$ cat config.mk
export PLATFORM = sky130hd
export DESIGN_NAME = mem_port_arbiter_flat
export DESIGN_NICKNAME = d
export VERILOG_FILES = /design/src/rtl/mem_port_arbiter_pkg.sv /design/src/rtl/mem_port_arbiter_if.sv /design/src/rtl/mem_port_arbiter.sv /design/src/flat_wrapper.sv
export SDC_FILE = /design/constraint.sdc
export NUM_CORES = 1
export LEC_CHECK = 0
export ABC_AREA = 0
export BUFFER_PORTS_ARGS = -buffer_cell sky130_fd_sc_hd__buf_2
export CAP_MARGIN = 20
export CORE_ASPECT_RATIO = 0.6
export CORE_UTILIZATION = 29
export DETAILED_ROUTE_END_ITERATION = 8
export PLACE_DENSITY = 0.61
export SLEW_MARGIN = 20
export SYNTH_ARGS = -nofsm -noshare
export SYNTH_HDL_FRONTEND = slang
export SYNTH_SLANG_ARGS = --single-unit
export TNS_END_PERCENT = 50
$ cat constraint.sdc
create_clock -name clk -period 2.8 [get_ports clk]
set_input_delay 0.14 -clock clk [delete_from_list [all_inputs] [get_ports clk]]
set_output_delay 0.14 -clock clk [all_outputs]
set_load 0.05 [all_outputs]
$ cat src/rtl/mem_port_arbiter_pkg.sv
// Shared pipeline definitions: arbiter state encoding and the load/store
// opcodes the MEM stage decodes into mem_req/mem_we.
package mem_port_arbiter_pkg;

  localparam logic [1:0] ARB_IDLE = 2'd0;
  localparam logic [1:0] ARB_IF   = 2'd1;
  localparam logic [1:0] ARB_MEM  = 2'd2;

  typedef enum logic [1:0] {
    S_IDLE = ARB_IDLE,
    S_IF   = ARB_IF,
    S_MEM  = ARB_MEM
  } arb_state_t;

  localparam logic [6:0] LW = 7'b0000011;
  localparam logic [6:0] SW = 7'b0100011;

  function automatic logic op_is_mem(input logic [6:0] opcode);
    return (opcode == LW) || (opcode == SW);
  endfunction

  function automatic logic op_is_store(input logic [6:0] opcode);
    return opcode == SW;
  endfunction

endpackage

$ cat src/rtl/mem_port_arbiter_if.sv
// Bundle of requester-side (IF/MEM) and memory-side signals around the arbiter.
interface mem_port_arbiter_if #(
  parameter int ADDR_W = 32,
  parameter int DATA_W = 32
);
  // Requesters raise *_req and hold it with its fields stable until the
  // one-cycle *_done pulse; *_rdata is valid only while *_done=1.
  // The memory sees m_req with m_* stable until it returns m_ready=1, which
  // completes the transfer in that same cycle (m_rdata valid alongside).
  logic              if_req;
  logic [ADDR_W-1:0] if_addr;
  logic [DATA_W-1:0] if_rdata;
  logic              if_done;
  logic              if_stall;

  logic              mem_req;
  logic              mem_we;
  logic [ADDR_W-1:0] mem_addr;
  logic [DATA_W-1:0] mem_wdata;
  logic [DATA_W-1:0] mem_rdata;
  logic              mem_done;
  logic              mem_stall;

  logic              m_req;
  logic              m_we;
  logic [ADDR_W-1:0] m_addr;
  logic [DATA_W-1:0] m_wdata;
  logic [DATA_W-1:0] m_rdata;
  logic              m_ready;

  modport slave (
    input  if_req, if_addr, mem_req, mem_we, mem_addr, mem_wdata, m_rdata, m_ready,
    output if_rdata, if_done, if_stall, mem_rdata, mem_done, mem_stall,
    output m_req, m_we, m_addr, m_wdata
  );

  modport master (
    output if_req, if_addr, mem_req, mem_we, mem_addr, mem_wdata, m_rdata, m_ready,
    input  if_rdata, if_done, if_stall, mem_rdata, mem_done, mem_stall,
    input  m_req, m_we, m_addr, m_wdata
  );

endinterface

$ cat src/rtl/mem_port_arbiter.sv
// Arbitrates the single memory port between fetch and load/store; MEM wins
// ties unless it has been granted MAX_MEM_STREAK times while IF waited.
module mem_port_arbiter
  import mem_port_arbiter_pkg::*;
#(
  parameter int ADDR_W         = 32,
  parameter int DATA_W         = 32,
  parameter int MAX_MEM_STREAK = 4
) (
  input  logic                clk,
  input  logic                rst,
  mem_port_arbiter_if.slave   bus,
  output arb_state_t          dbg_state,
  output logic [3:0]          dbg_streak
);

  localparam logic [3:0] STREAK_MAX = 4'(MAX_MEM_STREAK);

  arb_state_t        state, state_nxt;
  logic [3:0]        streak, streak_nxt;
  logic              req_q, req_nxt;
  logic              we_q, we_nxt;
  logic [ADDR_W-1:0] addr_q, addr_nxt;
  logic [DATA_W-1:0] wdata_q, wdata_nxt;

  logic if_fin, mem_fin, decide, if_cand, mem_cand, grant_if, grant_mem;

  assign if_fin   = (state == S_IF)  && bus.m_ready;
  assign mem_fin  = (state == S_MEM) && bus.m_ready;
  // Any non-serving encoding decides every cycle, so a stray state recovers.
  assign decide   = !((state == S_IF) || (state == S_MEM)) || bus.m_ready;
  // A requester finishing this cycle still shows req high; it is not a new request.
  assign if_cand  = bus.if_req  && !if_fin;
  assign mem_cand = bus.mem_req && !mem_fin;
  assign grant_if  = if_cand && (!mem_cand || (streak == STREAK_MAX));
  assign grant_mem = mem_cand && !grant_if;

  always_ff @(posedge clk or negedge rst) begin
    if (!rst) begin
      state   <= S_IDLE;
      streak  <= '0;
      req_q   <= 1'b0;
      we_q    <= 1'b0;
      addr_q  <= '0;
      wdata_q <= '0;
    end else begin
      state   <= state_nxt;
      streak  <= streak_nxt;
      req_q   <= req_nxt;
      we_q    <= we_nxt;
      addr_q  <= addr_nxt;
      wdata_q <= wdata_nxt;
    end
  end

  always_comb begin
    state_nxt  = state;
    streak_nxt = streak;
    req_nxt    = req_q;
    we_nxt     = we_q;
    addr_nxt   = addr_q;
    wdata_nxt  = wdata_q;
    if (decide) begin
      if (grant_if) begin
        state_nxt  = S_IF;
        req_nxt    = 1'b1;
        we_nxt     = 1'b0;
        addr_nxt   = bus.if_addr;
        streak_nxt = '0;
      end else if (grant_mem) begin
        state_nxt  = S_MEM;
        req_nxt    = 1'b1;
        we_nxt     = bus.mem_we;
        addr_nxt   = bus.mem_addr;
        wdata_nxt  = bus.mem_wdata;
        if (!bus.if_req)
          streak_nxt = '0;
        else if (streak != STREAK_MAX)
          streak_nxt = streak + 4'd1;
      end else begin
        state_nxt = S_IDLE;
        req_nxt   = 1'b0;
        we_nxt    = 1'b0;
      end
    end
  end

  assign bus.m_req     = req_q;
  assign bus.m_we      = we_q;
  assign bus.m_addr    = addr_q;
  assign bus.m_wdata   = wdata_q;
  assign bus.if_done   = if_fin;
  assign bus.mem_done  = mem_fin;
  assign bus.if_rdata  = bus.m_rdata;
  assign bus.mem_rdata = bus.m_rdata;
  assign bus.if_stall  = bus.if_req  & ~if_fin;
  assign bus.mem_stall = bus.mem_req & ~mem_fin;

  assign dbg_state  = state;
  assign dbg_streak = streak;

endmodule

$ cat src/flat_wrapper.sv
// flat-port wrapper written by rule: the top's interface ports become plain ports
module mem_port_arbiter_flat import mem_port_arbiter_pkg::*;
#(
  parameter int ADDR_W         = 32,
  parameter int DATA_W         = 32,
  parameter int MAX_MEM_STREAK = 4
)
  (clk, rst, dbg_state, dbg_streak, bus_if_req, bus_if_addr, bus_mem_req, bus_mem_we, bus_mem_addr, bus_mem_wdata, bus_m_rdata, bus_m_ready, bus_if_rdata, bus_if_done, bus_if_stall, bus_mem_rdata, bus_mem_done, bus_mem_stall, bus_m_req, bus_m_we, bus_m_addr, bus_m_wdata);
  mem_port_arbiter_if #(.ADDR_W(ADDR_W), .DATA_W(DATA_W)) bus_i ();
  input  logic clk;
  input  logic rst;
  output arb_state_t dbg_state;
  output logic [3:0] dbg_streak;
  input wire logic [$bits(bus_i.if_req)-1:0] bus_if_req;
  input wire logic [$bits(bus_i.if_addr)-1:0] bus_if_addr;
  input wire logic [$bits(bus_i.mem_req)-1:0] bus_mem_req;
  input wire logic [$bits(bus_i.mem_we)-1:0] bus_mem_we;
  input wire logic [$bits(bus_i.mem_addr)-1:0] bus_mem_addr;
  input wire logic [$bits(bus_i.mem_wdata)-1:0] bus_mem_wdata;
  input wire logic [$bits(bus_i.m_rdata)-1:0] bus_m_rdata;
  input wire logic [$bits(bus_i.m_ready)-1:0] bus_m_ready;
  output wire logic [$bits(bus_i.if_rdata)-1:0] bus_if_rdata;
  output wire logic [$bits(bus_i.if_done)-1:0] bus_if_done;
  output wire logic [$bits(bus_i.if_stall)-1:0] bus_if_stall;
  output wire logic [$bits(bus_i.mem_rdata)-1:0] bus_mem_rdata;
  output wire logic [$bits(bus_i.mem_done)-1:0] bus_mem_done;
  output wire logic [$bits(bus_i.mem_stall)-1:0] bus_mem_stall;
  output wire logic [$bits(bus_i.m_req)-1:0] bus_m_req;
  output wire logic [$bits(bus_i.m_we)-1:0] bus_m_we;
  output wire logic [$bits(bus_i.m_addr)-1:0] bus_m_addr;
  output wire logic [$bits(bus_i.m_wdata)-1:0] bus_m_wdata;
  assign bus_i.if_req = bus_if_req;
  assign bus_i.if_addr = bus_if_addr;
  assign bus_i.mem_req = bus_mem_req;
  assign bus_i.mem_we = bus_mem_we;
  assign bus_i.mem_addr = bus_mem_addr;
  assign bus_i.mem_wdata = bus_mem_wdata;
  assign bus_i.m_rdata = bus_m_rdata;
  assign bus_i.m_ready = bus_m_ready;
  assign bus_if_rdata = bus_i.if_rdata;
  assign bus_if_done = bus_i.if_done;
  assign bus_if_stall = bus_i.if_stall;
  assign bus_mem_rdata = bus_i.mem_rdata;
  assign bus_mem_done = bus_i.mem_done;
  assign bus_mem_stall = bus_i.mem_stall;
  assign bus_m_req = bus_i.m_req;
  assign bus_m_we = bus_i.m_we;
  assign bus_m_addr = bus_i.m_addr;
  assign bus_m_wdata = bus_i.m_wdata;
  mem_port_arbiter #(.ADDR_W(ADDR_W), .DATA_W(DATA_W), .MAX_MEM_STREAK(MAX_MEM_STREAK)) u_core (.clk(clk), .rst(rst), .bus(bus_i), .dbg_state(dbg_state), .dbg_streak(dbg_streak));
endmodule
* Word level (Yosys, flattened, before mapping)
Cells that the tools add are included. W data, S select, Z words.
Storage, ports and cells: register bits after elaboration 72, bits of input ports 134, output and inout port bits 140
Cells by class: $add $sub $neg 1, equal/unequal tests 5, multiplexer cells 12, bitwise logic cells 5, reduce and logical (&&, ||, !) cells 18
Operators by type and width (number):
- $mux W32 | 2
- $mux W4 | 4
- $logic_and A1 B1 Y1 | 6
- $reduce_and A3 Y1 | 2
- $logic_not A1 Y1 | 5
- $add A4 B1 Y4 const B | 1
- $eq A4 B3 Y1 const B | 1
- $mux W1 | 4
- $mux W2 | 2
- $ne A4 B3 Y1 const B | 1
- $logic_or A1 B1 Y1 | 3
- $ne A3 B1 Y1 const B | 1
- $not A1 Y1 | 3
- $and A1 B1 Y1 | 2
- $eq A2 B1 Y1 const B | 1
- $eq A2 B2 Y1 const B | 1
- $reduce_and A2 Y1 | 1
- $reduce_bool A2 Y1 | 1

* Depth between registers and ports, before layout
Gate-level depths: netlist of the first run.
depth in word-level cells 11, gate-level depth with buffers 8, depth with buffers taken out 6

* Least setup slack after synthesis of the first run
Ideal clock, no wire load.
path kind register to register, from reg u_core.state[1] (netlist: u_core.dbg_state[1]), to reg u_core.addr_q[10] (netlist: u_core.bus.m_addr[10]), data arrival time 2.355 ns, data required time 2.675 ns, setup slack 0.320 ns, cell stages (with the launch flop) 8, path buffers 1, period minus slack after synthesis 2.480 ns, path through dfrtp_1 -> inv_1 -> ha_1 -> a21boi_4 -> o21ai_0 -> nand2_2 -> buf_6 -> mux2_2
Between the ends: longest elaborated chain between the ends 11
Ends and longest elaborated chain:
- start: declaration | line mem_port_arbiter.sv:19 | arb_state_t state, state_nxt;
- start signal: assignment | line mem_port_arbiter.sv:47 | state <= state_nxt;
- $eq A2 B2 Y1 | line mem_port_arbiter.sv:29, mem_port_arbiter.sv:31
- $logic_and A1 B1 Y1 | line mem_port_arbiter.sv:29 | assign mem_fin = (state == S_MEM) && bus.m_ready;
- $logic_not A1 Y1 | line mem_port_arbiter.sv:34 | assign mem_cand = bus.mem_req && !mem_fin;
- $logic_and A1 B1 Y1 | line mem_port_arbiter.sv:34
- $logic_not A1 Y1 | line mem_port_arbiter.sv:35 | assign grant_if = if_cand && (!mem_cand || (streak == STREAK_MAX));
- $logic_or A1 B1 Y1 | line mem_port_arbiter.sv:35
- $logic_and A1 B1 Y1 | line mem_port_arbiter.sv:35
- $logic_not A1 Y1 | line mem_port_arbiter.sv:36 | assign grant_mem = mem_cand && !grant_if;
- $logic_and A1 B1 Y1 | line mem_port_arbiter.sv:36
- $reduce_bool A2 Y1 (no source line)
- $reduce_and A2 Y1 (no source line)
- end signal: assignment | line mem_port_arbiter.sv:51 | addr_q <= addr_nxt;
- end: declaration | line mem_port_arbiter.sv:23 | logic [ADDR_W-1:0] addr_q, addr_nxt;
Parallel ways exist; a longest one is shown, timed or not. A chain may end at the register's enable or synchronous reset.

* Worst setup path after layout of the first run
from reg u_core.state[0] (netlist: u_core.dbg_state[0]), to reg u_core.addr_q[29] (netlist: u_core.bus.m_addr[29])
Same word-level chain as after synthesis.

==> results_tabular.tex, run 1 <==
\begin{tabular}{lr}
\hline
Metric & Value \\
\hline
\multicolumn{2}{l}{\textbf{Outcome}} \\
Status & completed \\
\multicolumn{2}{l}{\textbf{Setup path}} \\
Endpoint of the most critical setup path & u\_core.bus.m\_addr[29]\$\_DFFE\_PN0P\_ \\
Flop2flop setup slack & 580 ps \\
Reg-to-Reg Start & u\_core.dbg\_state[0]\$\_DFFE\_PN0P\_ \\
Startpoint kind of the worst setup timing path & register \\
Most used cell along the critical path & sky130\_fd\_sc\_hd\_\_mux2\_2 \\
Req. time, crit path & 3010 ps \\
Number of cell instances on the worst register-to-register path & 7 \\
CP Class & reg -> reg \\
Critical R2R Capture & u\_core.bus.m\_addr[29]\$\_DFFE\_PN0P\_ \\
Data arrival, critical path & 2430 ps \\
Capturing element type of the critical path & register \\
WP depth & 7 \\
Launching element of the worst setup path & u\_core.dbg\_state[0]\$\_DFFE\_PN0P\_ \\
Slowest Stage Delay on Critical Path & 390 ps \\
Worst-path maximum fanout & 27 \\
Worst Path Buf+Inv & 2 \\
Top cell family by delay on the critical path & multiplexers \\
Critical path, cell by cell & inv\_1 -> ha\_1 -> a21bo\_2 -> o21ai\_4 -> buf\_4 -> mux2\_2 -> mux2\_2 \\
Slowest-stage cell, CP & sky130\_fd\_sc\_hd\_\_dfrtp\_1 \\
\multicolumn{2}{l}{\textbf{Synthesis}} \\
Flops \& latches, synth & 72 \\
Top cell type by total area after synthesis & sky130\_fd\_sc\_hd\_\_dfrtp\_1 \\
Share of the synthesized area in the top cell type & 47.23\% \\
Distinct cell type count of the synthesized netlist & 31 \\
Post-Synthesis Net Count & 428 \\
Synth Cell Area & 3815 um2 \\
Fraction of the yosys area taken by sequential cells & 47.23\% \\
Number of warnings reported in the yosys synthesis log & 0 \\
Synth Area per Inst & 13.15 um2 \\
Top cells by area in the synthesized netlist & sky130\_fd\_sc\_hd\_\_dfrtp\_1, sky130\_fd\_sc\_hd\_\_mux2\_2, sky130\_fd\_sc\_hd\_\_buf\_4, sky130\_fd\_sc\_hd\_\_buf\_6, sky130\_fd\_sc\_hd\_\_ha\_1 \\
Gate Count Post-Synth & 290 \\
\multicolumn{2}{l}{\textbf{Clocking}} \\
TritonCTS clock tree & built \\
Clock-pin transition on the worst setup and hold timing paths & 60 ps \\
Latest clock arrival within the worst-skew pair & 330 ps \\
CTS H-tree depth & 3 \\
Maximum number of buffers from clock root to sink & 2 \\
Total of hold buffers inserted after clock tree synthesis & 1 \\
Number of sinks handled by clock tree synthesis & 72 \\
Cts bufs inserted & 9 \\
Root Buffer & sky130\_fd\_sc\_hd\_\_clkbuf\_16 \\
Total of cells resized after clock tree synthesis & 0 \\
Setup bufs post-CTS & 0 \\
\multicolumn{2}{l}{\textbf{Power and ir drop}} \\
IR Drop Worst-Case VDD & 817.0 uV \\
Static leakage & 2.301 nW \\
Reported net switching power & 3.322 mW \\
Switch share & 49.13\% \\
Combinational cell fraction of total power & 54.4\% \\
Clock share of power & 18.5\% \\
Sequential power share & 27.1\% \\
Design internal power & 3.440 mW \\
Total power divided by cell area & 1435 nW/um2 \\
\multicolumn{2}{l}{\textbf{Die}} \\
Io pins & 274 \\
Die area & 13630 um2 \\
Chip width & 150.1 um \\
Core Rows & 32 \\
Chip Height & 90.84 um \\
Core footprint & 12850 um2 \\
Initial Util & 29.68\% \\
\multicolumn{2}{l}{\textbf{Timing}} \\
Fin Hold WS & 38.46 ps \\
Setup repair after global routing missed its margin & no \\
Period utilization & 79.35\% \\
Post-route setup slack & 578.3 ps \\
Summed negative setup slack over all endpoints & 0 ps \\
Slew at the pin closest to its max-slew limit & 921.9 ps \\
Worst clock skew on the final layout & 6.448 ps \\
Finish-stage setup viols & 0 \\
Headroom to the max-slew limit & 38.54\% \\
Fmax & 0.4501 GHz \\
Pins Over Slew Limit & 0 \\
Final count of hold timing violations & 0 \\
Min Tclk post-route & 2222 ps \\
\multicolumn{2}{l}{\textbf{GRT}} \\
Initial antenna violation count & 0 \\
Vias in the first global route & 2616 \\
Wire length of the first global-routing pass & 13.50 mm \\
Total Routing Usage GR & 13.03\% \\
Maximum number of pins on one net before global-route repair & 73 \\
Gr ovfl total & 0 \\
\multicolumn{2}{l}{\textbf{Route}} \\
Number of detailed-route iterations in the first pass & 4 \\
Met3 wire length & 935 um \\
Routed wirelength normalized by instance count & 15.12 um \\
Final routed DRC violation total & 0 \\
Number of nets with antenna violations after routing & 0 \\
Total wire length & 8.831 mm \\
Initial DRC count & 69 \\
Vias post-DR & 2578 \\
Uppermost layer routed & met4 \\
Vias per std cell & 4.414 \\
Wire length the detailed router placed on met1 & 3.678 mm \\
Met2 Wirelength & 4.141 mm \\
\multicolumn{2}{l}{\textbf{Layout}} \\
Final net count & 547 \\
Core utilization of the finished layout & 36.65\% \\
Area grow syn2layout & 23.48\% \\
Most frequent cells in the layout & sky130\_fd\_sc\_hd\_\_buf\_2, sky130\_fd\_sc\_hd\_\_mux2\_2, sky130\_fd\_sc\_hd\_\_dfrtp\_1 \\
Final std cell area, no fill & 4711 um2 \\
Layout cell share with drive strength beyond 1 & 72.22\% \\
Ant diodes & 0 \\
Leading cell type in the layout, fill and taps excluded & sky130\_fd\_sc\_hd\_\_buf\_2 \\
\multicolumn{2}{l}{\textbf{Placed design}} \\
Placed standard-cell area & 4372 um2 \\
Sum of net half-perimeters after detailed placement & 6.636 mm \\
Port Buffer Count & 177 \\
Routability congestion estimate from global placement & 0.8358 \\
Worst setup slack after placement & 584.0 ps \\
\multicolumn{2}{l}{\textbf{Job}} \\
Count of maximum capacitance violations & 0 \\
\multicolumn{2}{l}{\textbf{Min path}} \\
Class of the tightest hold or removal check & in -> reg \\
\hline
\end{tabular}
## Yosys cell counts
| cell | count |
|---|---|
| sky130_fd_sc_hd__nand3_1 | 4 |
| sky130_fd_sc_hd__nor4_1 | 1 |
| sky130_fd_sc_hd__ha_1 | 4 |
| sky130_fd_sc_hd__nor2b_1 | 1 |
| sky130_fd_sc_hd__buf_6 | 9 |
| sky130_fd_sc_hd__a21o_1 | 2 |
| sky130_fd_sc_hd__a21bo_2 | 1 |
| sky130_fd_sc_hd__o2bb2ai_1 | 1 |
| sky130_fd_sc_hd__mux2_2 | 94 |
| sky130_fd_sc_hd__nand2_2 | 1 |
| sky130_fd_sc_hd__nor2_1 | 1 |
| sky130_fd_sc_hd__a21boi_4 | 1 |
| sky130_fd_sc_hd__a21boi_1 | 1 |
| sky130_fd_sc_hd__mux2_4 | 2 |
| sky130_fd_sc_hd__inv_1 | 9 |
| sky130_fd_sc_hd__a2111o_1 | 1 |
| sky130_fd_sc_hd__a32oi_1 | 1 |
| sky130_fd_sc_hd__buf_2 | 1 |
| sky130_fd_sc_hd__o21a_1 | 1 |
| sky130_fd_sc_hd__dfrtp_1 | 72 |
| sky130_fd_sc_hd__o21ai_0 | 3 |
| sky130_fd_sc_hd__o21ai_2 | 1 |
| sky130_fd_sc_hd__and2_1 | 2 |
| sky130_fd_sc_hd__and2b_1 | 1 |
| sky130_fd_sc_hd__o211ai_1 | 1 |
| sky130_fd_sc_hd__or4_1 | 1 |
| sky130_fd_sc_hd__mux2i_1 | 2 |
| sky130_fd_sc_hd__and3b_2 | 1 |
| sky130_fd_sc_hd__buf_4 | 64 |
| sky130_fd_sc_hd__nand2_1 | 5 |
| sky130_fd_sc_hd__o21ai_4 | 1 |
## registers in the layout, indices dropped and copies added, names as in the netlist
signal / count
u_core.bus.m_we: 1
u_core.dbg_state: 2
u_core.bus.m_wdata: 32
u_core.bus.m_addr: 32
u_core.bus.m_req: 1
u_core.dbg_streak: 4
## cell type report
type                       instances  area [um2]
sequential                        72        1802
clock inverter                     6       90.09
clock buffer                      10       239.0
timing repair buffer             182       940.9
multi-input combinational        135        1393
inverter                           9       33.78
tap                              170       212.7
fill                            1279        8142
## power by group through the flow
stage	registers, mW	clock network (mW)	logic [mW]
6_report	1.83	1.25	3.68
5_1_grt	1.90	1.35	3.85
3_5_place_dp	1.84	0	3.72
4_1_cts	1.84	1.30	3.72
2_1_floorplan	3.65	0	1.31
3_3_place_gp	1.82	0	3.67
## layer usage
layer | GRT usage, % | up-vias
met3 | 6.061 | 11
li1 | - | 1165
met1 | 15.65 | 1250
met2 | 20.79 | 152
met5 | 0 | -
met4 | 3.620 | 0
## worst min-delay path by stage
stage,start,end,slack [ps],cells after the start
after floorplan,rst,u_core.bus.m_addr[0]$_DFFE_PN0P_,-160,0
after global placement,bus_m_rdata[4],bus_mem_rdata[4],280,0
after detailed placement,bus_m_rdata[4],bus_mem_rdata[4],280,0
after CTS,bus_mem_wdata[11],u_core.bus.m_wdata[11]$_DFFE_PN0P_,20,2
after global routing,bus_mem_wdata[24],u_core.bus.m_wdata[24]$_DFFE_PN0P_,20,2
final,bus_mem_wdata[11],u_core.bus.m_wdata[11]$_DFFE_PN0P_,40,2
## cell families (layout without fill, tap and decap cells)
kind of cell,count (synthesis),after routing,synth area share [%]
compound gates,15,15,3.542
flops,72,72,47.23
simple gates,18,18,2.591
mux,98,98,29.06
buf+inv,83,207,16.27
fa+ha+maj,4,4,1.312
## metrics by stage
stage                     instances  power [mW]
after detailed placement        567       5.554
after global routing            584       7.106
after CTS                       584       6.856
after global placement          567       5.492
final                           584       6.762
after floorplan                 290       4.961
Note: power is estimated with default switching activity, not from simulation.
==> inputs of run 2 (changes only) <==
--- a/config.mk
+++ b/config.mk
@@ -5,13 +5,13 @@
 export SDC_FILE = /design/constraint.sdc
 export NUM_CORES = 1
 export LEC_CHECK = 0
-export ABC_AREA = 0
+export ABC_AREA = 1
 export BUFFER_PORTS_ARGS = -buffer_cell sky130_fd_sc_hd__buf_2
 export CAP_MARGIN = 20
 export CORE_ASPECT_RATIO = 0.6
 export CORE_UTILIZATION = 29
 export DETAILED_ROUTE_END_ITERATION = 8
-export PLACE_DENSITY = 0.61
+export PLACE_DENSITY = 0.6
 export SLEW_MARGIN = 20
 export SYNTH_ARGS = -nofsm -noshare
 export SYNTH_HDL_FRONTEND = slang
==> constraint.sdc (replaced) <==
create_clock -name clk -period 2.2 [get_ports clk]
set_input_delay 0.11 -clock clk [delete_from_list [all_inputs] [get_ports clk]]
set_output_delay 0.11 -clock clk [all_outputs]
set_load 0.05 [all_outputs]
==> run 2 against run 1 <==
Clock power is 44% higher. Non-clock buffer count up 10. Critical path depth fell by 1. Via count grew 40%. Largest cell class unchanged. Combinational power grew 24%. Setup slack worse by 410 ps. Largest power group unchanged. Sequential power rose by 27%. Synthesized area is 6.4% higher. Global-route usage increased by 2.2 points.
==> results_tabular.tex, run 2 <==
\begin{tabular}{lr}
\hline
Metric & Value \\
\hline
\multicolumn{2}{l}{\textbf{Outcome}} \\
Status & completed \\
\multicolumn{2}{l}{\textbf{Synthesis}} \\
Synth Cell Area & 4059 um2 (+6.4\%) \\
Leading post-synthesis cells by instance count & sky130\_fd\_sc\_hd\_\_nand2\_1, sky130\_fd\_sc\_hd\_\_nand3\_1, sky130\_fd\_sc\_hd\_\_inv\_1, sky130\_fd\_sc\_hd\_\_dfrtp\_1, sky130\_fd\_sc\_hd\_\_buf\_4 \\
Distinct cell type count of the synthesized netlist & 16 (-48\%) \\
Number of warnings reported in the yosys synthesis log & 0 (unchanged) \\
Dominant register cell in the synthesized netlist & sky130\_fd\_sc\_hd\_\_dfrtp\_1 \\
Most numerous cell in the Yosys netlist & sky130\_fd\_sc\_hd\_\_nand2\_1 \\
Share of the synthesized area in the top cell type & 44.39\% (-2.8 points) \\
Synth Area per Inst & 7.420 um2 (-44\%) \\
Post-Synthesis Net Count & 685 (+60\%) \\
Share of synthesized registers carrying an async set or reset & 100.0\% (unchanged) \\
Top cell type by total area after synthesis & sky130\_fd\_sc\_hd\_\_dfrtp\_1 \\
Number of flops mapped to enable cells by yosys & 0 (unchanged) \\
Fraction of the yosys area taken by sequential cells & 44.39\% (-2.8 points) \\
Gate Count Post-Synth & 547 (+89\%) \\
Flops \& latches, synth & 72 (unchanged) \\
Top cells by area in the synthesized netlist & sky130\_fd\_sc\_hd\_\_dfrtp\_1, sky130\_fd\_sc\_hd\_\_nand2\_1, sky130\_fd\_sc\_hd\_\_buf\_4, sky130\_fd\_sc\_hd\_\_nand3\_1, sky130\_fd\_sc\_hd\_\_inv\_1 \\
\multicolumn{2}{l}{\textbf{Timing}} \\
Slew at the pin closest to its max-slew limit & 642.4 ps (-279.4 ps) \\
Setup repair after global routing missed its margin & no \\
Final count of hold timing violations & 0 (unchanged) \\
Min Tclk post-route & 2034 ps \\
Finish-stage setup viols & 0 (unchanged) \\
Period utilization & 92.48\% \\
Headroom to the max-slew limit & 57.11\% (+19 points) \\
Worst clock skew on the final layout & 9.177 ps (+2.729 ps) \\
Summed negative setup slack over all endpoints & 0 ps (unchanged) \\
Fin Hold WS & 10.22 ps (-28.24 ps) \\
Fmax & 0.4915 GHz \\
Pins Over Slew Limit & 0 (unchanged) \\
\multicolumn{2}{l}{\textbf{Layout}} \\
Core utilization of the finished layout & 37.44\% (+0.79 points) \\
Fillers & 1469 (+15\%) \\
Area used by multi-input combinational logic & 1359 um2 (-2.4\%) \\
Leading cell type in the layout, fill and taps excluded & sky130\_fd\_sc\_hd\_\_nand2\_1 \\
Ant diodes & 0 (unchanged) \\
Layout cell share with drive strength beyond 1 & 31.43\% (-41 points) \\
Area of all sequential standard cells & 1802 um2 (unchanged) \\
Most frequent cells in the layout & sky130\_fd\_sc\_hd\_\_nand2\_1, sky130\_fd\_sc\_hd\_\_buf\_2, sky130\_fd\_sc\_hd\_\_nand3\_1 \\
Area grow syn2layout & 26.08\% \\
Final net count & 799 (+46\%) \\
\multicolumn{2}{l}{\textbf{Clocking}} \\
Number of sinks handled by clock tree synthesis & 72 (unchanged) \\
Root Buffer & sky130\_fd\_sc\_hd\_\_clkbuf\_16 \\
Maximum number of buffers from clock root to sink & 2 (unchanged) \\
Total of cells resized after clock tree synthesis & 0 (unchanged) \\
CTS H-tree depth & 3 (unchanged) \\
Latest clock arrival within the worst-skew pair & 330 ps (about the same) \\
TritonCTS clock tree & built \\
Cts bufs inserted & 9 (unchanged) \\
Clock-pin transition on the worst setup and hold timing paths & 50 ps (about the same) \\
\multicolumn{2}{l}{\textbf{Route}} \\
Routed wirelength normalized by instance count & 12.64 um (-16\%) \\
Vias per std cell & 4.210 (-4.6\%) \\
Initial DRC count & 241 (+250\%) \\
Number of nets with antenna violations after routing & 0 (unchanged) \\
Vias post-DR & 3608 (+40\%) \\
Total wire length & 10.84 mm (+23\%) \\
Number of detailed-route iterations in the first pass & 4 (unchanged) \\
Final routed DRC violation total & 0 (unchanged) \\
\multicolumn{2}{l}{\textbf{Min path}} \\
Critical hold path startpoint & bus\_mem\_wdata[20] \\
Class of the tightest hold or removal check & in -> reg \\
Hold path depth & 3 (+1) \\
\multicolumn{2}{l}{\textbf{Die}} \\
Io pins & 274 (unchanged) \\
Die area & 14490 um2 (+6.3\%) \\
Initial Util & 29.70\% (about the same) \\
Core footprint & 13670 um2 (+6.3\%) \\
Core Rows & 33 (+3.1\%) \\
Chip width & 154.7 um (+3.1\%) \\
Chip Height & 93.64 um (+3.1\%) \\
\multicolumn{2}{l}{\textbf{GRT}} \\
Vias in the first global route & 3244 (+24\%) \\
Total Routing Usage GR & 15.26\% (+2.2 points) \\
Maximum number of pins on one net before global-route repair & 73 (unchanged) \\
Wire length of the first global-routing pass & 17.01 mm (+26\%) \\
Gr ovfl total & 0 (unchanged) \\
Initial antenna violation count & 0 (unchanged) \\
\multicolumn{2}{l}{\textbf{Setup path}} \\
Reg-to-Reg Start & u\_core.dbg\_state[0]\$\_DFFE\_PN0P\_ \\
CP Class & reg -> out \\
Endpoint of the most critical setup path & bus\_if\_stall \\
Startpoint kind of the worst setup timing path & register \\
Number of cell instances on the worst register-to-register path & 9 (+2) \\
Req. time, crit path & 2090 ps (-920 ps) \\
Flop2flop setup slack & 260 ps (-320 ps) \\
Launching element of the worst setup path & u\_core.dbg\_state[0]\$\_DFFE\_PN0P\_ \\
Capturing element type of the critical path & primary output \\
Worst-path maximum fanout & 32 (+19\%) \\
Data arrival, critical path & 1920 ps (-510 ps) \\
Critical R2R Capture & u\_core.bus.m\_addr[2]\$\_DFFE\_PN0P\_ \\
\multicolumn{2}{l}{\textbf{Power and ir drop}} \\
Total power divided by cell area & 1699 nW/um2 (+18\%) \\
Static leakage & 3.099 nW (+35\%) \\
IR Drop Worst-Case VDD & 740.0 uV (-9.4\%) \\
\multicolumn{2}{l}{\textbf{Placed design}} \\
Port Buffer Count & 177 (unchanged) \\
Routability congestion estimate from global placement & 0.8049 (-3.7\%) \\
Sum of net half-perimeters after detailed placement & 7.592 mm (+14\%) \\
\multicolumn{2}{l}{\textbf{Job}} \\
Count of maximum capacitance violations & 0 (unchanged) \\
\hline
\end{tabular}
[run 2: how the worst min path moves through the flow]
stage               slack [ps]                                  to
detailed placement         160  u_core.bus.m_wdata[21]$_DFFE_PN0P_
global placement           160  u_core.bus.m_wdata[19]$_DFFE_PN0P_
floorplan                 -190    u_core.bus.m_addr[0]$_DFFE_PN0P_
CTS                        0.7         u_core.bus.m_we$_DFFE_PN0P_
global route                 9   u_core.bus.m_wdata[2]$_DFFE_PN0P_
finish                      10  u_core.bus.m_wdata[20]$_DFFE_PN0P_
[run 2: kinds of logic after synthesis]
family	count (synthesis)	synth area share, %
AO/OA/AOI/OAI	3	0.3698
buffers and inverters	167	22.41
XOR/XNOR	1	0.2158
adder cells (fa/ha/maj)	4	1.233
flip-flops	72	44.39
AND/OR/NAND/NOR	300	31.38
[run 2: cell type report]
| type | count | area share (%) |
|---|---|---|
| clock buffer | 10 | 4.670 |
| clock inverter | 5 | 2.518 |
| inverter | 78 | 5.721 |
| multi-input combinational | 308 | 26.55 |
| sequential | 72 | 35.21 |
| tap | 192 | 4.694 |
| timing repair buffer | 192 | 20.64 |
[run 2: worst max-delay path: stages, from the launching register on]
cell,delay [ps]
sky130_fd_sc_hd__dfrtp_1,420
sky130_fd_sc_hd__ha_1,210
sky130_fd_sc_hd__nand2_1,90
sky130_fd_sc_hd__nand2_1,90
sky130_fd_sc_hd__inv_2,110
sky130_fd_sc_hd__buf_4,330
sky130_fd_sc_hd__buf_2,340
[run 2: power breakdown]
part	internal (mW)	switching [mW]
registers	1.95	0.382
logic	0.992	3.57
clock network	1.25	0.552
total	4.19	4.50
[run 2: stage by stage]
stage	area, um2	setup WS [ps]	total power [mW]	instances
final	5117	165.5	8.696	857
after global routing	5117	47.11	9.203	857
after CTS	5117	146.4	8.780	857
after detailed placement	4679	272.8	6.921	835
after global placement	4679	373.1	6.889	835
after floorplan	4070	93.16	6.052	547
[run 2: metal layers]
metal	routed length (um)	track usage, %
met1	5711	22.53
met2	4079	19.80
met4	49	2.888
met3	995	6.905
met5	0	0
[run 2: timing repair]
| action | CTS | global route |
|---|---|---|
| buffers inserted | 0 | 0 |
| hold endpoints to repair | 78 | 0 |
| endpoints found under the setup margin | 0 | 0 |
| hold buffers | 7 | 0 |
==> inputs of run 3 (changes only) <==
--- a/config.mk
+++ b/config.mk
@@ -6,12 +6,12 @@
 export NUM_CORES = 1
 export LEC_CHECK = 0
 export ABC_AREA = 1
-export BUFFER_PORTS_ARGS = -buffer_cell sky130_fd_sc_hd__buf_2
 export CAP_MARGIN = 20
 export CORE_ASPECT_RATIO = 0.6
 export CORE_UTILIZATION = 29
 export DETAILED_ROUTE_END_ITERATION = 8
-export PLACE_DENSITY = 0.6
+export DONT_BUFFER_PORTS = 1
+export PLACE_DENSITY = 0.44
 export SLEW_MARGIN = 20
 export SYNTH_ARGS = -nofsm -noshare
 export SYNTH_HDL_FRONTEND = slang
==> run 3 against run 2 <==
Core utilization decreased by 2.0 points. Global-route usage rose by 0.059 points. Register-to-register slack improved by 40 ps. Count of clock-buffer cells in the layout unchanged. Flip-flop and latch count unchanged. Hold slack improved by 6.4 ps. Setup slack better by 140 ps. Design area shrank 5.5%. Sequential share of layout area rose by 2.0 points. Critical path depth grew 3. Clock skew is 2.2 ps higher. Critical path type is now reg -> reg. Largest cell class unchanged.
==> results_tabular.tex, run 3 (synthesized netlist as in run 2, its figures left out) <==
\begin{tabular}{lr}
\hline
Metric & Value \\
\hline
\multicolumn{2}{l}{\textbf{Outcome}} \\
Status & completed \\
\multicolumn{2}{l}{\textbf{Layout}} \\
Final net count & 692 (-13\%) \\
Layout cell share with drive strength beyond 1 & 7.692\% (-24 points) \\
Area used by multi-input combinational logic & 1359 um2 (unchanged) \\
Most frequent cells in the layout & sky130\_fd\_sc\_hd\_\_nand2\_1, sky130\_fd\_sc\_hd\_\_nand3\_1, sky130\_fd\_sc\_hd\_\_inv\_1 \\
Area grow syn2layout & 19.20\% \\
Fillers & 1425 (-3.0\%) \\
Area of all sequential standard cells & 1802 um2 (unchanged) \\
Final std cell area, no fill & 4838 um2 (-5.5\%) \\
Core utilization of the finished layout & 35.40\% (-2.0 points) \\
Leading cell type in the layout, fill and taps excluded & sky130\_fd\_sc\_hd\_\_nand2\_1 \\
Ant diodes & 0 (unchanged) \\
Final std cells w/o fill & 751 (-12\%) \\
\multicolumn{2}{l}{\textbf{Min path}} \\
Class of the tightest hold or removal check & in -> reg \\
Critical hold path startpoint & bus\_mem\_addr[31] \\
Hold path depth & 4 (+1) \\
End point of the worst hold path & u\_core.bus.m\_addr[31]\$\_DFFE\_PN0P\_ \\
\multicolumn{2}{l}{\textbf{Setup path}} \\
Critical R2R Capture & u\_core.bus.m\_wdata[6]\$\_DFFE\_PN0P\_ \\
Most used cell along the critical path & sky130\_fd\_sc\_hd\_\_nand2\_2 \\
Startpoint kind of the worst setup timing path & register \\
Data arrival, critical path & 2120 ps (+200 ps) \\
Critical path, cell by cell & inv\_1 -> ha\_1 -> a21oi\_4 -> nand2\_2 -> nand2\_2 -> nand2\_2 -> buf\_4 -> nand2\_1 -> nand2\_1 \\
Worst Path Buf+Inv & 2 (-1) \\
Flop2flop setup slack & 300 ps (+40 ps) \\
Number of cell instances on the worst register-to-register path & 9 (unchanged) \\
Capturing element type of the critical path & register \\
Top cell family by delay on the critical path & simple AND/OR/NAND/NOR gates \\
Slowest Stage Delay on Critical Path & 390 ps (-30 ps) \\
Req. time, crit path & 2420 ps (+330 ps) \\
Reg-to-Reg Start & u\_core.dbg\_state[0]\$\_DFFE\_PN0P\_ \\
Slowest-stage cell, CP & sky130\_fd\_sc\_hd\_\_dfrtp\_1 \\
CP Class & reg -> reg \\
Worst-path maximum fanout & 26 (-19\%) \\
\multicolumn{2}{l}{\textbf{Clocking}} \\
Total of cells resized after clock tree synthesis & 0 (unchanged) \\
Cts bufs inserted & 9 (unchanged) \\
CTS H-tree depth & 3 (unchanged) \\
Root Buffer & sky130\_fd\_sc\_hd\_\_clkbuf\_16 \\
Maximum number of buffers from clock root to sink & 2 (unchanged) \\
Latest clock arrival within the worst-skew pair & 340 ps (about the same) \\
TritonCTS clock tree & built \\
Clock-pin transition on the worst setup and hold timing paths & 70 ps (+20 ps) \\
Number of sinks handled by clock tree synthesis & 72 (unchanged) \\
\multicolumn{2}{l}{\textbf{GRT}} \\
Maximum number of pins on one net before global-route repair & 73 (unchanged) \\
Total Routing Usage GR & 15.32\% (+0.059 points) \\
Vias in the first global route & 3246 (+0.062\%) \\
Met1 usage in global routing & 20.46\% (-2.1 points) \\
Most utilized layer in the global route result & met2 \\
Initial antenna violation count & 0 (unchanged) \\
Gr ovfl total & 0 (unchanged) \\
Met3 capacity usage during global routing & 5.931\% (-0.97 points) \\
Wire length of the first global-routing pass & 16.95 mm (-0.32\%) \\
Routing usage on met2 & 22.70\% (+2.9 points) \\
\multicolumn{2}{l}{\textbf{Die}} \\
Io pins & 274 (unchanged) \\
Core Rows & 33 (unchanged) \\
Chip Height & 93.64 um (unchanged) \\
Chip width & 154.7 um (unchanged) \\
Core footprint & 13670 um2 (unchanged) \\
Die area & 14490 um2 (unchanged) \\
Initial Util & 29.70\% (unchanged) \\
\multicolumn{2}{l}{\textbf{Route}} \\
Total wire length & 10.70 mm (-1.2\%) \\
Vias post-DR & 3293 (-8.7\%) \\
Number of nets with antenna violations after routing & 0 (unchanged) \\
Final routed DRC violation total & 0 (unchanged) \\
Routed wirelength normalized by instance count & 14.25 um (+13\%) \\
Number of detailed-route iterations in the first pass & 6 (+2) \\
Vias per std cell & 4.385 (+4.2\%) \\
Initial DRC count & 189 (-22\%) \\
\multicolumn{2}{l}{\textbf{Timing}} \\
Headroom to the max-slew limit & 60.01\% (+2.9 points) \\
Finish-stage setup viols & 0 (unchanged) \\
Summed negative setup slack over all endpoints & 0 ps (unchanged) \\
Min Tclk post-route & 1898 ps (-136.6 ps) \\
Pins Over Slew Limit & 0 (unchanged) \\
Period utilization & 86.27\% (-6.2 points) \\
Fmax & 0.5269 GHz (+7.2\%) \\
Final count of hold timing violations & 0 (unchanged) \\
Slew at the pin closest to its max-slew limit & 599.9 ps (-42.51 ps) \\
Setup repair after global routing missed its margin & no \\
Worst clock skew on the final layout & 11.38 ps (+2.204 ps) \\
\multicolumn{2}{l}{\textbf{Placed design}} \\
Sum of net half-perimeters after detailed placement & 7.116 mm (-6.3\%) \\
Port Buffer Count & 0 (-100\%) \\
Placed standard-cell area & 3829 um2 (-18\%) \\
Routability congestion estimate from global placement & 0.8222 (+2.1\%) \\
Placed cells & 668 (-20\%) \\
\multicolumn{2}{l}{\textbf{Power and ir drop}} \\
Total power divided by cell area & 1641 nW/um2 (-3.4\%) \\
IR Drop Worst-Case VDD & 537.1 uV (-27\%) \\
Static leakage & 2.637 nW (-15\%) \\
\multicolumn{2}{l}{\textbf{Job}} \\
Count of maximum capacitance violations & 0 (unchanged) \\
\hline
\end{tabular}
==> run 3: how the worst max path moves through the flow <==
stage / from / to / slack (ps) / cells past startpoint
final: u_core.dbg_state[0]$_DFFE_PN0P_ / u_core.bus.m_wdata[6]$_DFFE_PN0P_ / 300 / 9
after global routing: u_core.dbg_state[0]$_DFFE_PN0P_ / u_core.bus.m_addr[2]$_DFFE_PN0P_ / 120 / 9
after CTS: u_core.dbg_state[0]$_DFFE_PN0P_ / u_core.bus.m_wdata[6]$_DFFE_PN0P_ / 300 / 9
after detailed placement: u_core.dbg_state[0]$_DFFE_PN0P_ / u_core.bus.m_wdata[18]$_DFFE_PN0P_ / 310 / 9
after global placement: u_core.dbg_state[0]$_DFFE_PN0P_ / u_core.bus.m_addr[9]$_DFFE_PN0P_ / 340 / 9
after floorplan: u_core.dbg_state[0]$_DFFE_PN0P_ / u_core.bus.m_wdata[10]$_DFFE_PN0P_ / 90 / 9
==> run 3: worst reg2reg max path, delay by kind of cell, from the launching register on <==
family	cells	cell delay (ps)
AOI/OAI and AO/OA	1	190
adders and majority gates	1	240
buffers and inverters	2	320
DFF	1	390
and+or+nand+nor	5	630
==> run 3: where the power goes <==
group / internal, mW / switching (mW) / total, mW
sequential: 1.91 / 2.62 / 4.53
clock: 1.00 / 0.597 / 1.60
combinational: 0.616 / 1.20 / 1.81
==> run 3: area by class of cell <==
class / instances / area share, %
Multi-Input combinational cell: 308 / 28.08
Clock buffer: 10 / 4.732
Tap cell: 192 / 4.965
Clock inverter: 6 / 1.914
Sequential cell: 72 / 37.24
Inverter: 78 / 6.051
Timing Repair Buffer: 85 / 17.02
==> run 3: timing repair <==
item,in CTS,in global routing
buffers inserted,0,0
hold buffers,67,0
endpoints found under the hold margin,137,0
==> run 3: per-layer routing <==
metal | vias up | wire length, um
met5 | - | 0
met4 | 0 | 103
met3 | 9 | 927
met2 | 150 | 4531
met1 | 1523 | 5141
li1 | 1611 | -
==> run 3: through the flow <==
| stage | power (mW) | setup WS, ps | hold slack [ps] |
|---|---|---|---|
| after floorplan | 6.052 | 93.16 | -185.6 |
| after global placement | 6.242 | 342.9 | -183.8 |
| after detailed placement | 6.280 | 313.6 | -184.5 |
| after CTS | 8.056 | 299.4 | 0.6003 |
| after global routing | 8.413 | 118.4 | 13.92 |
| final | 7.940 | 302.1 | 16.63 |
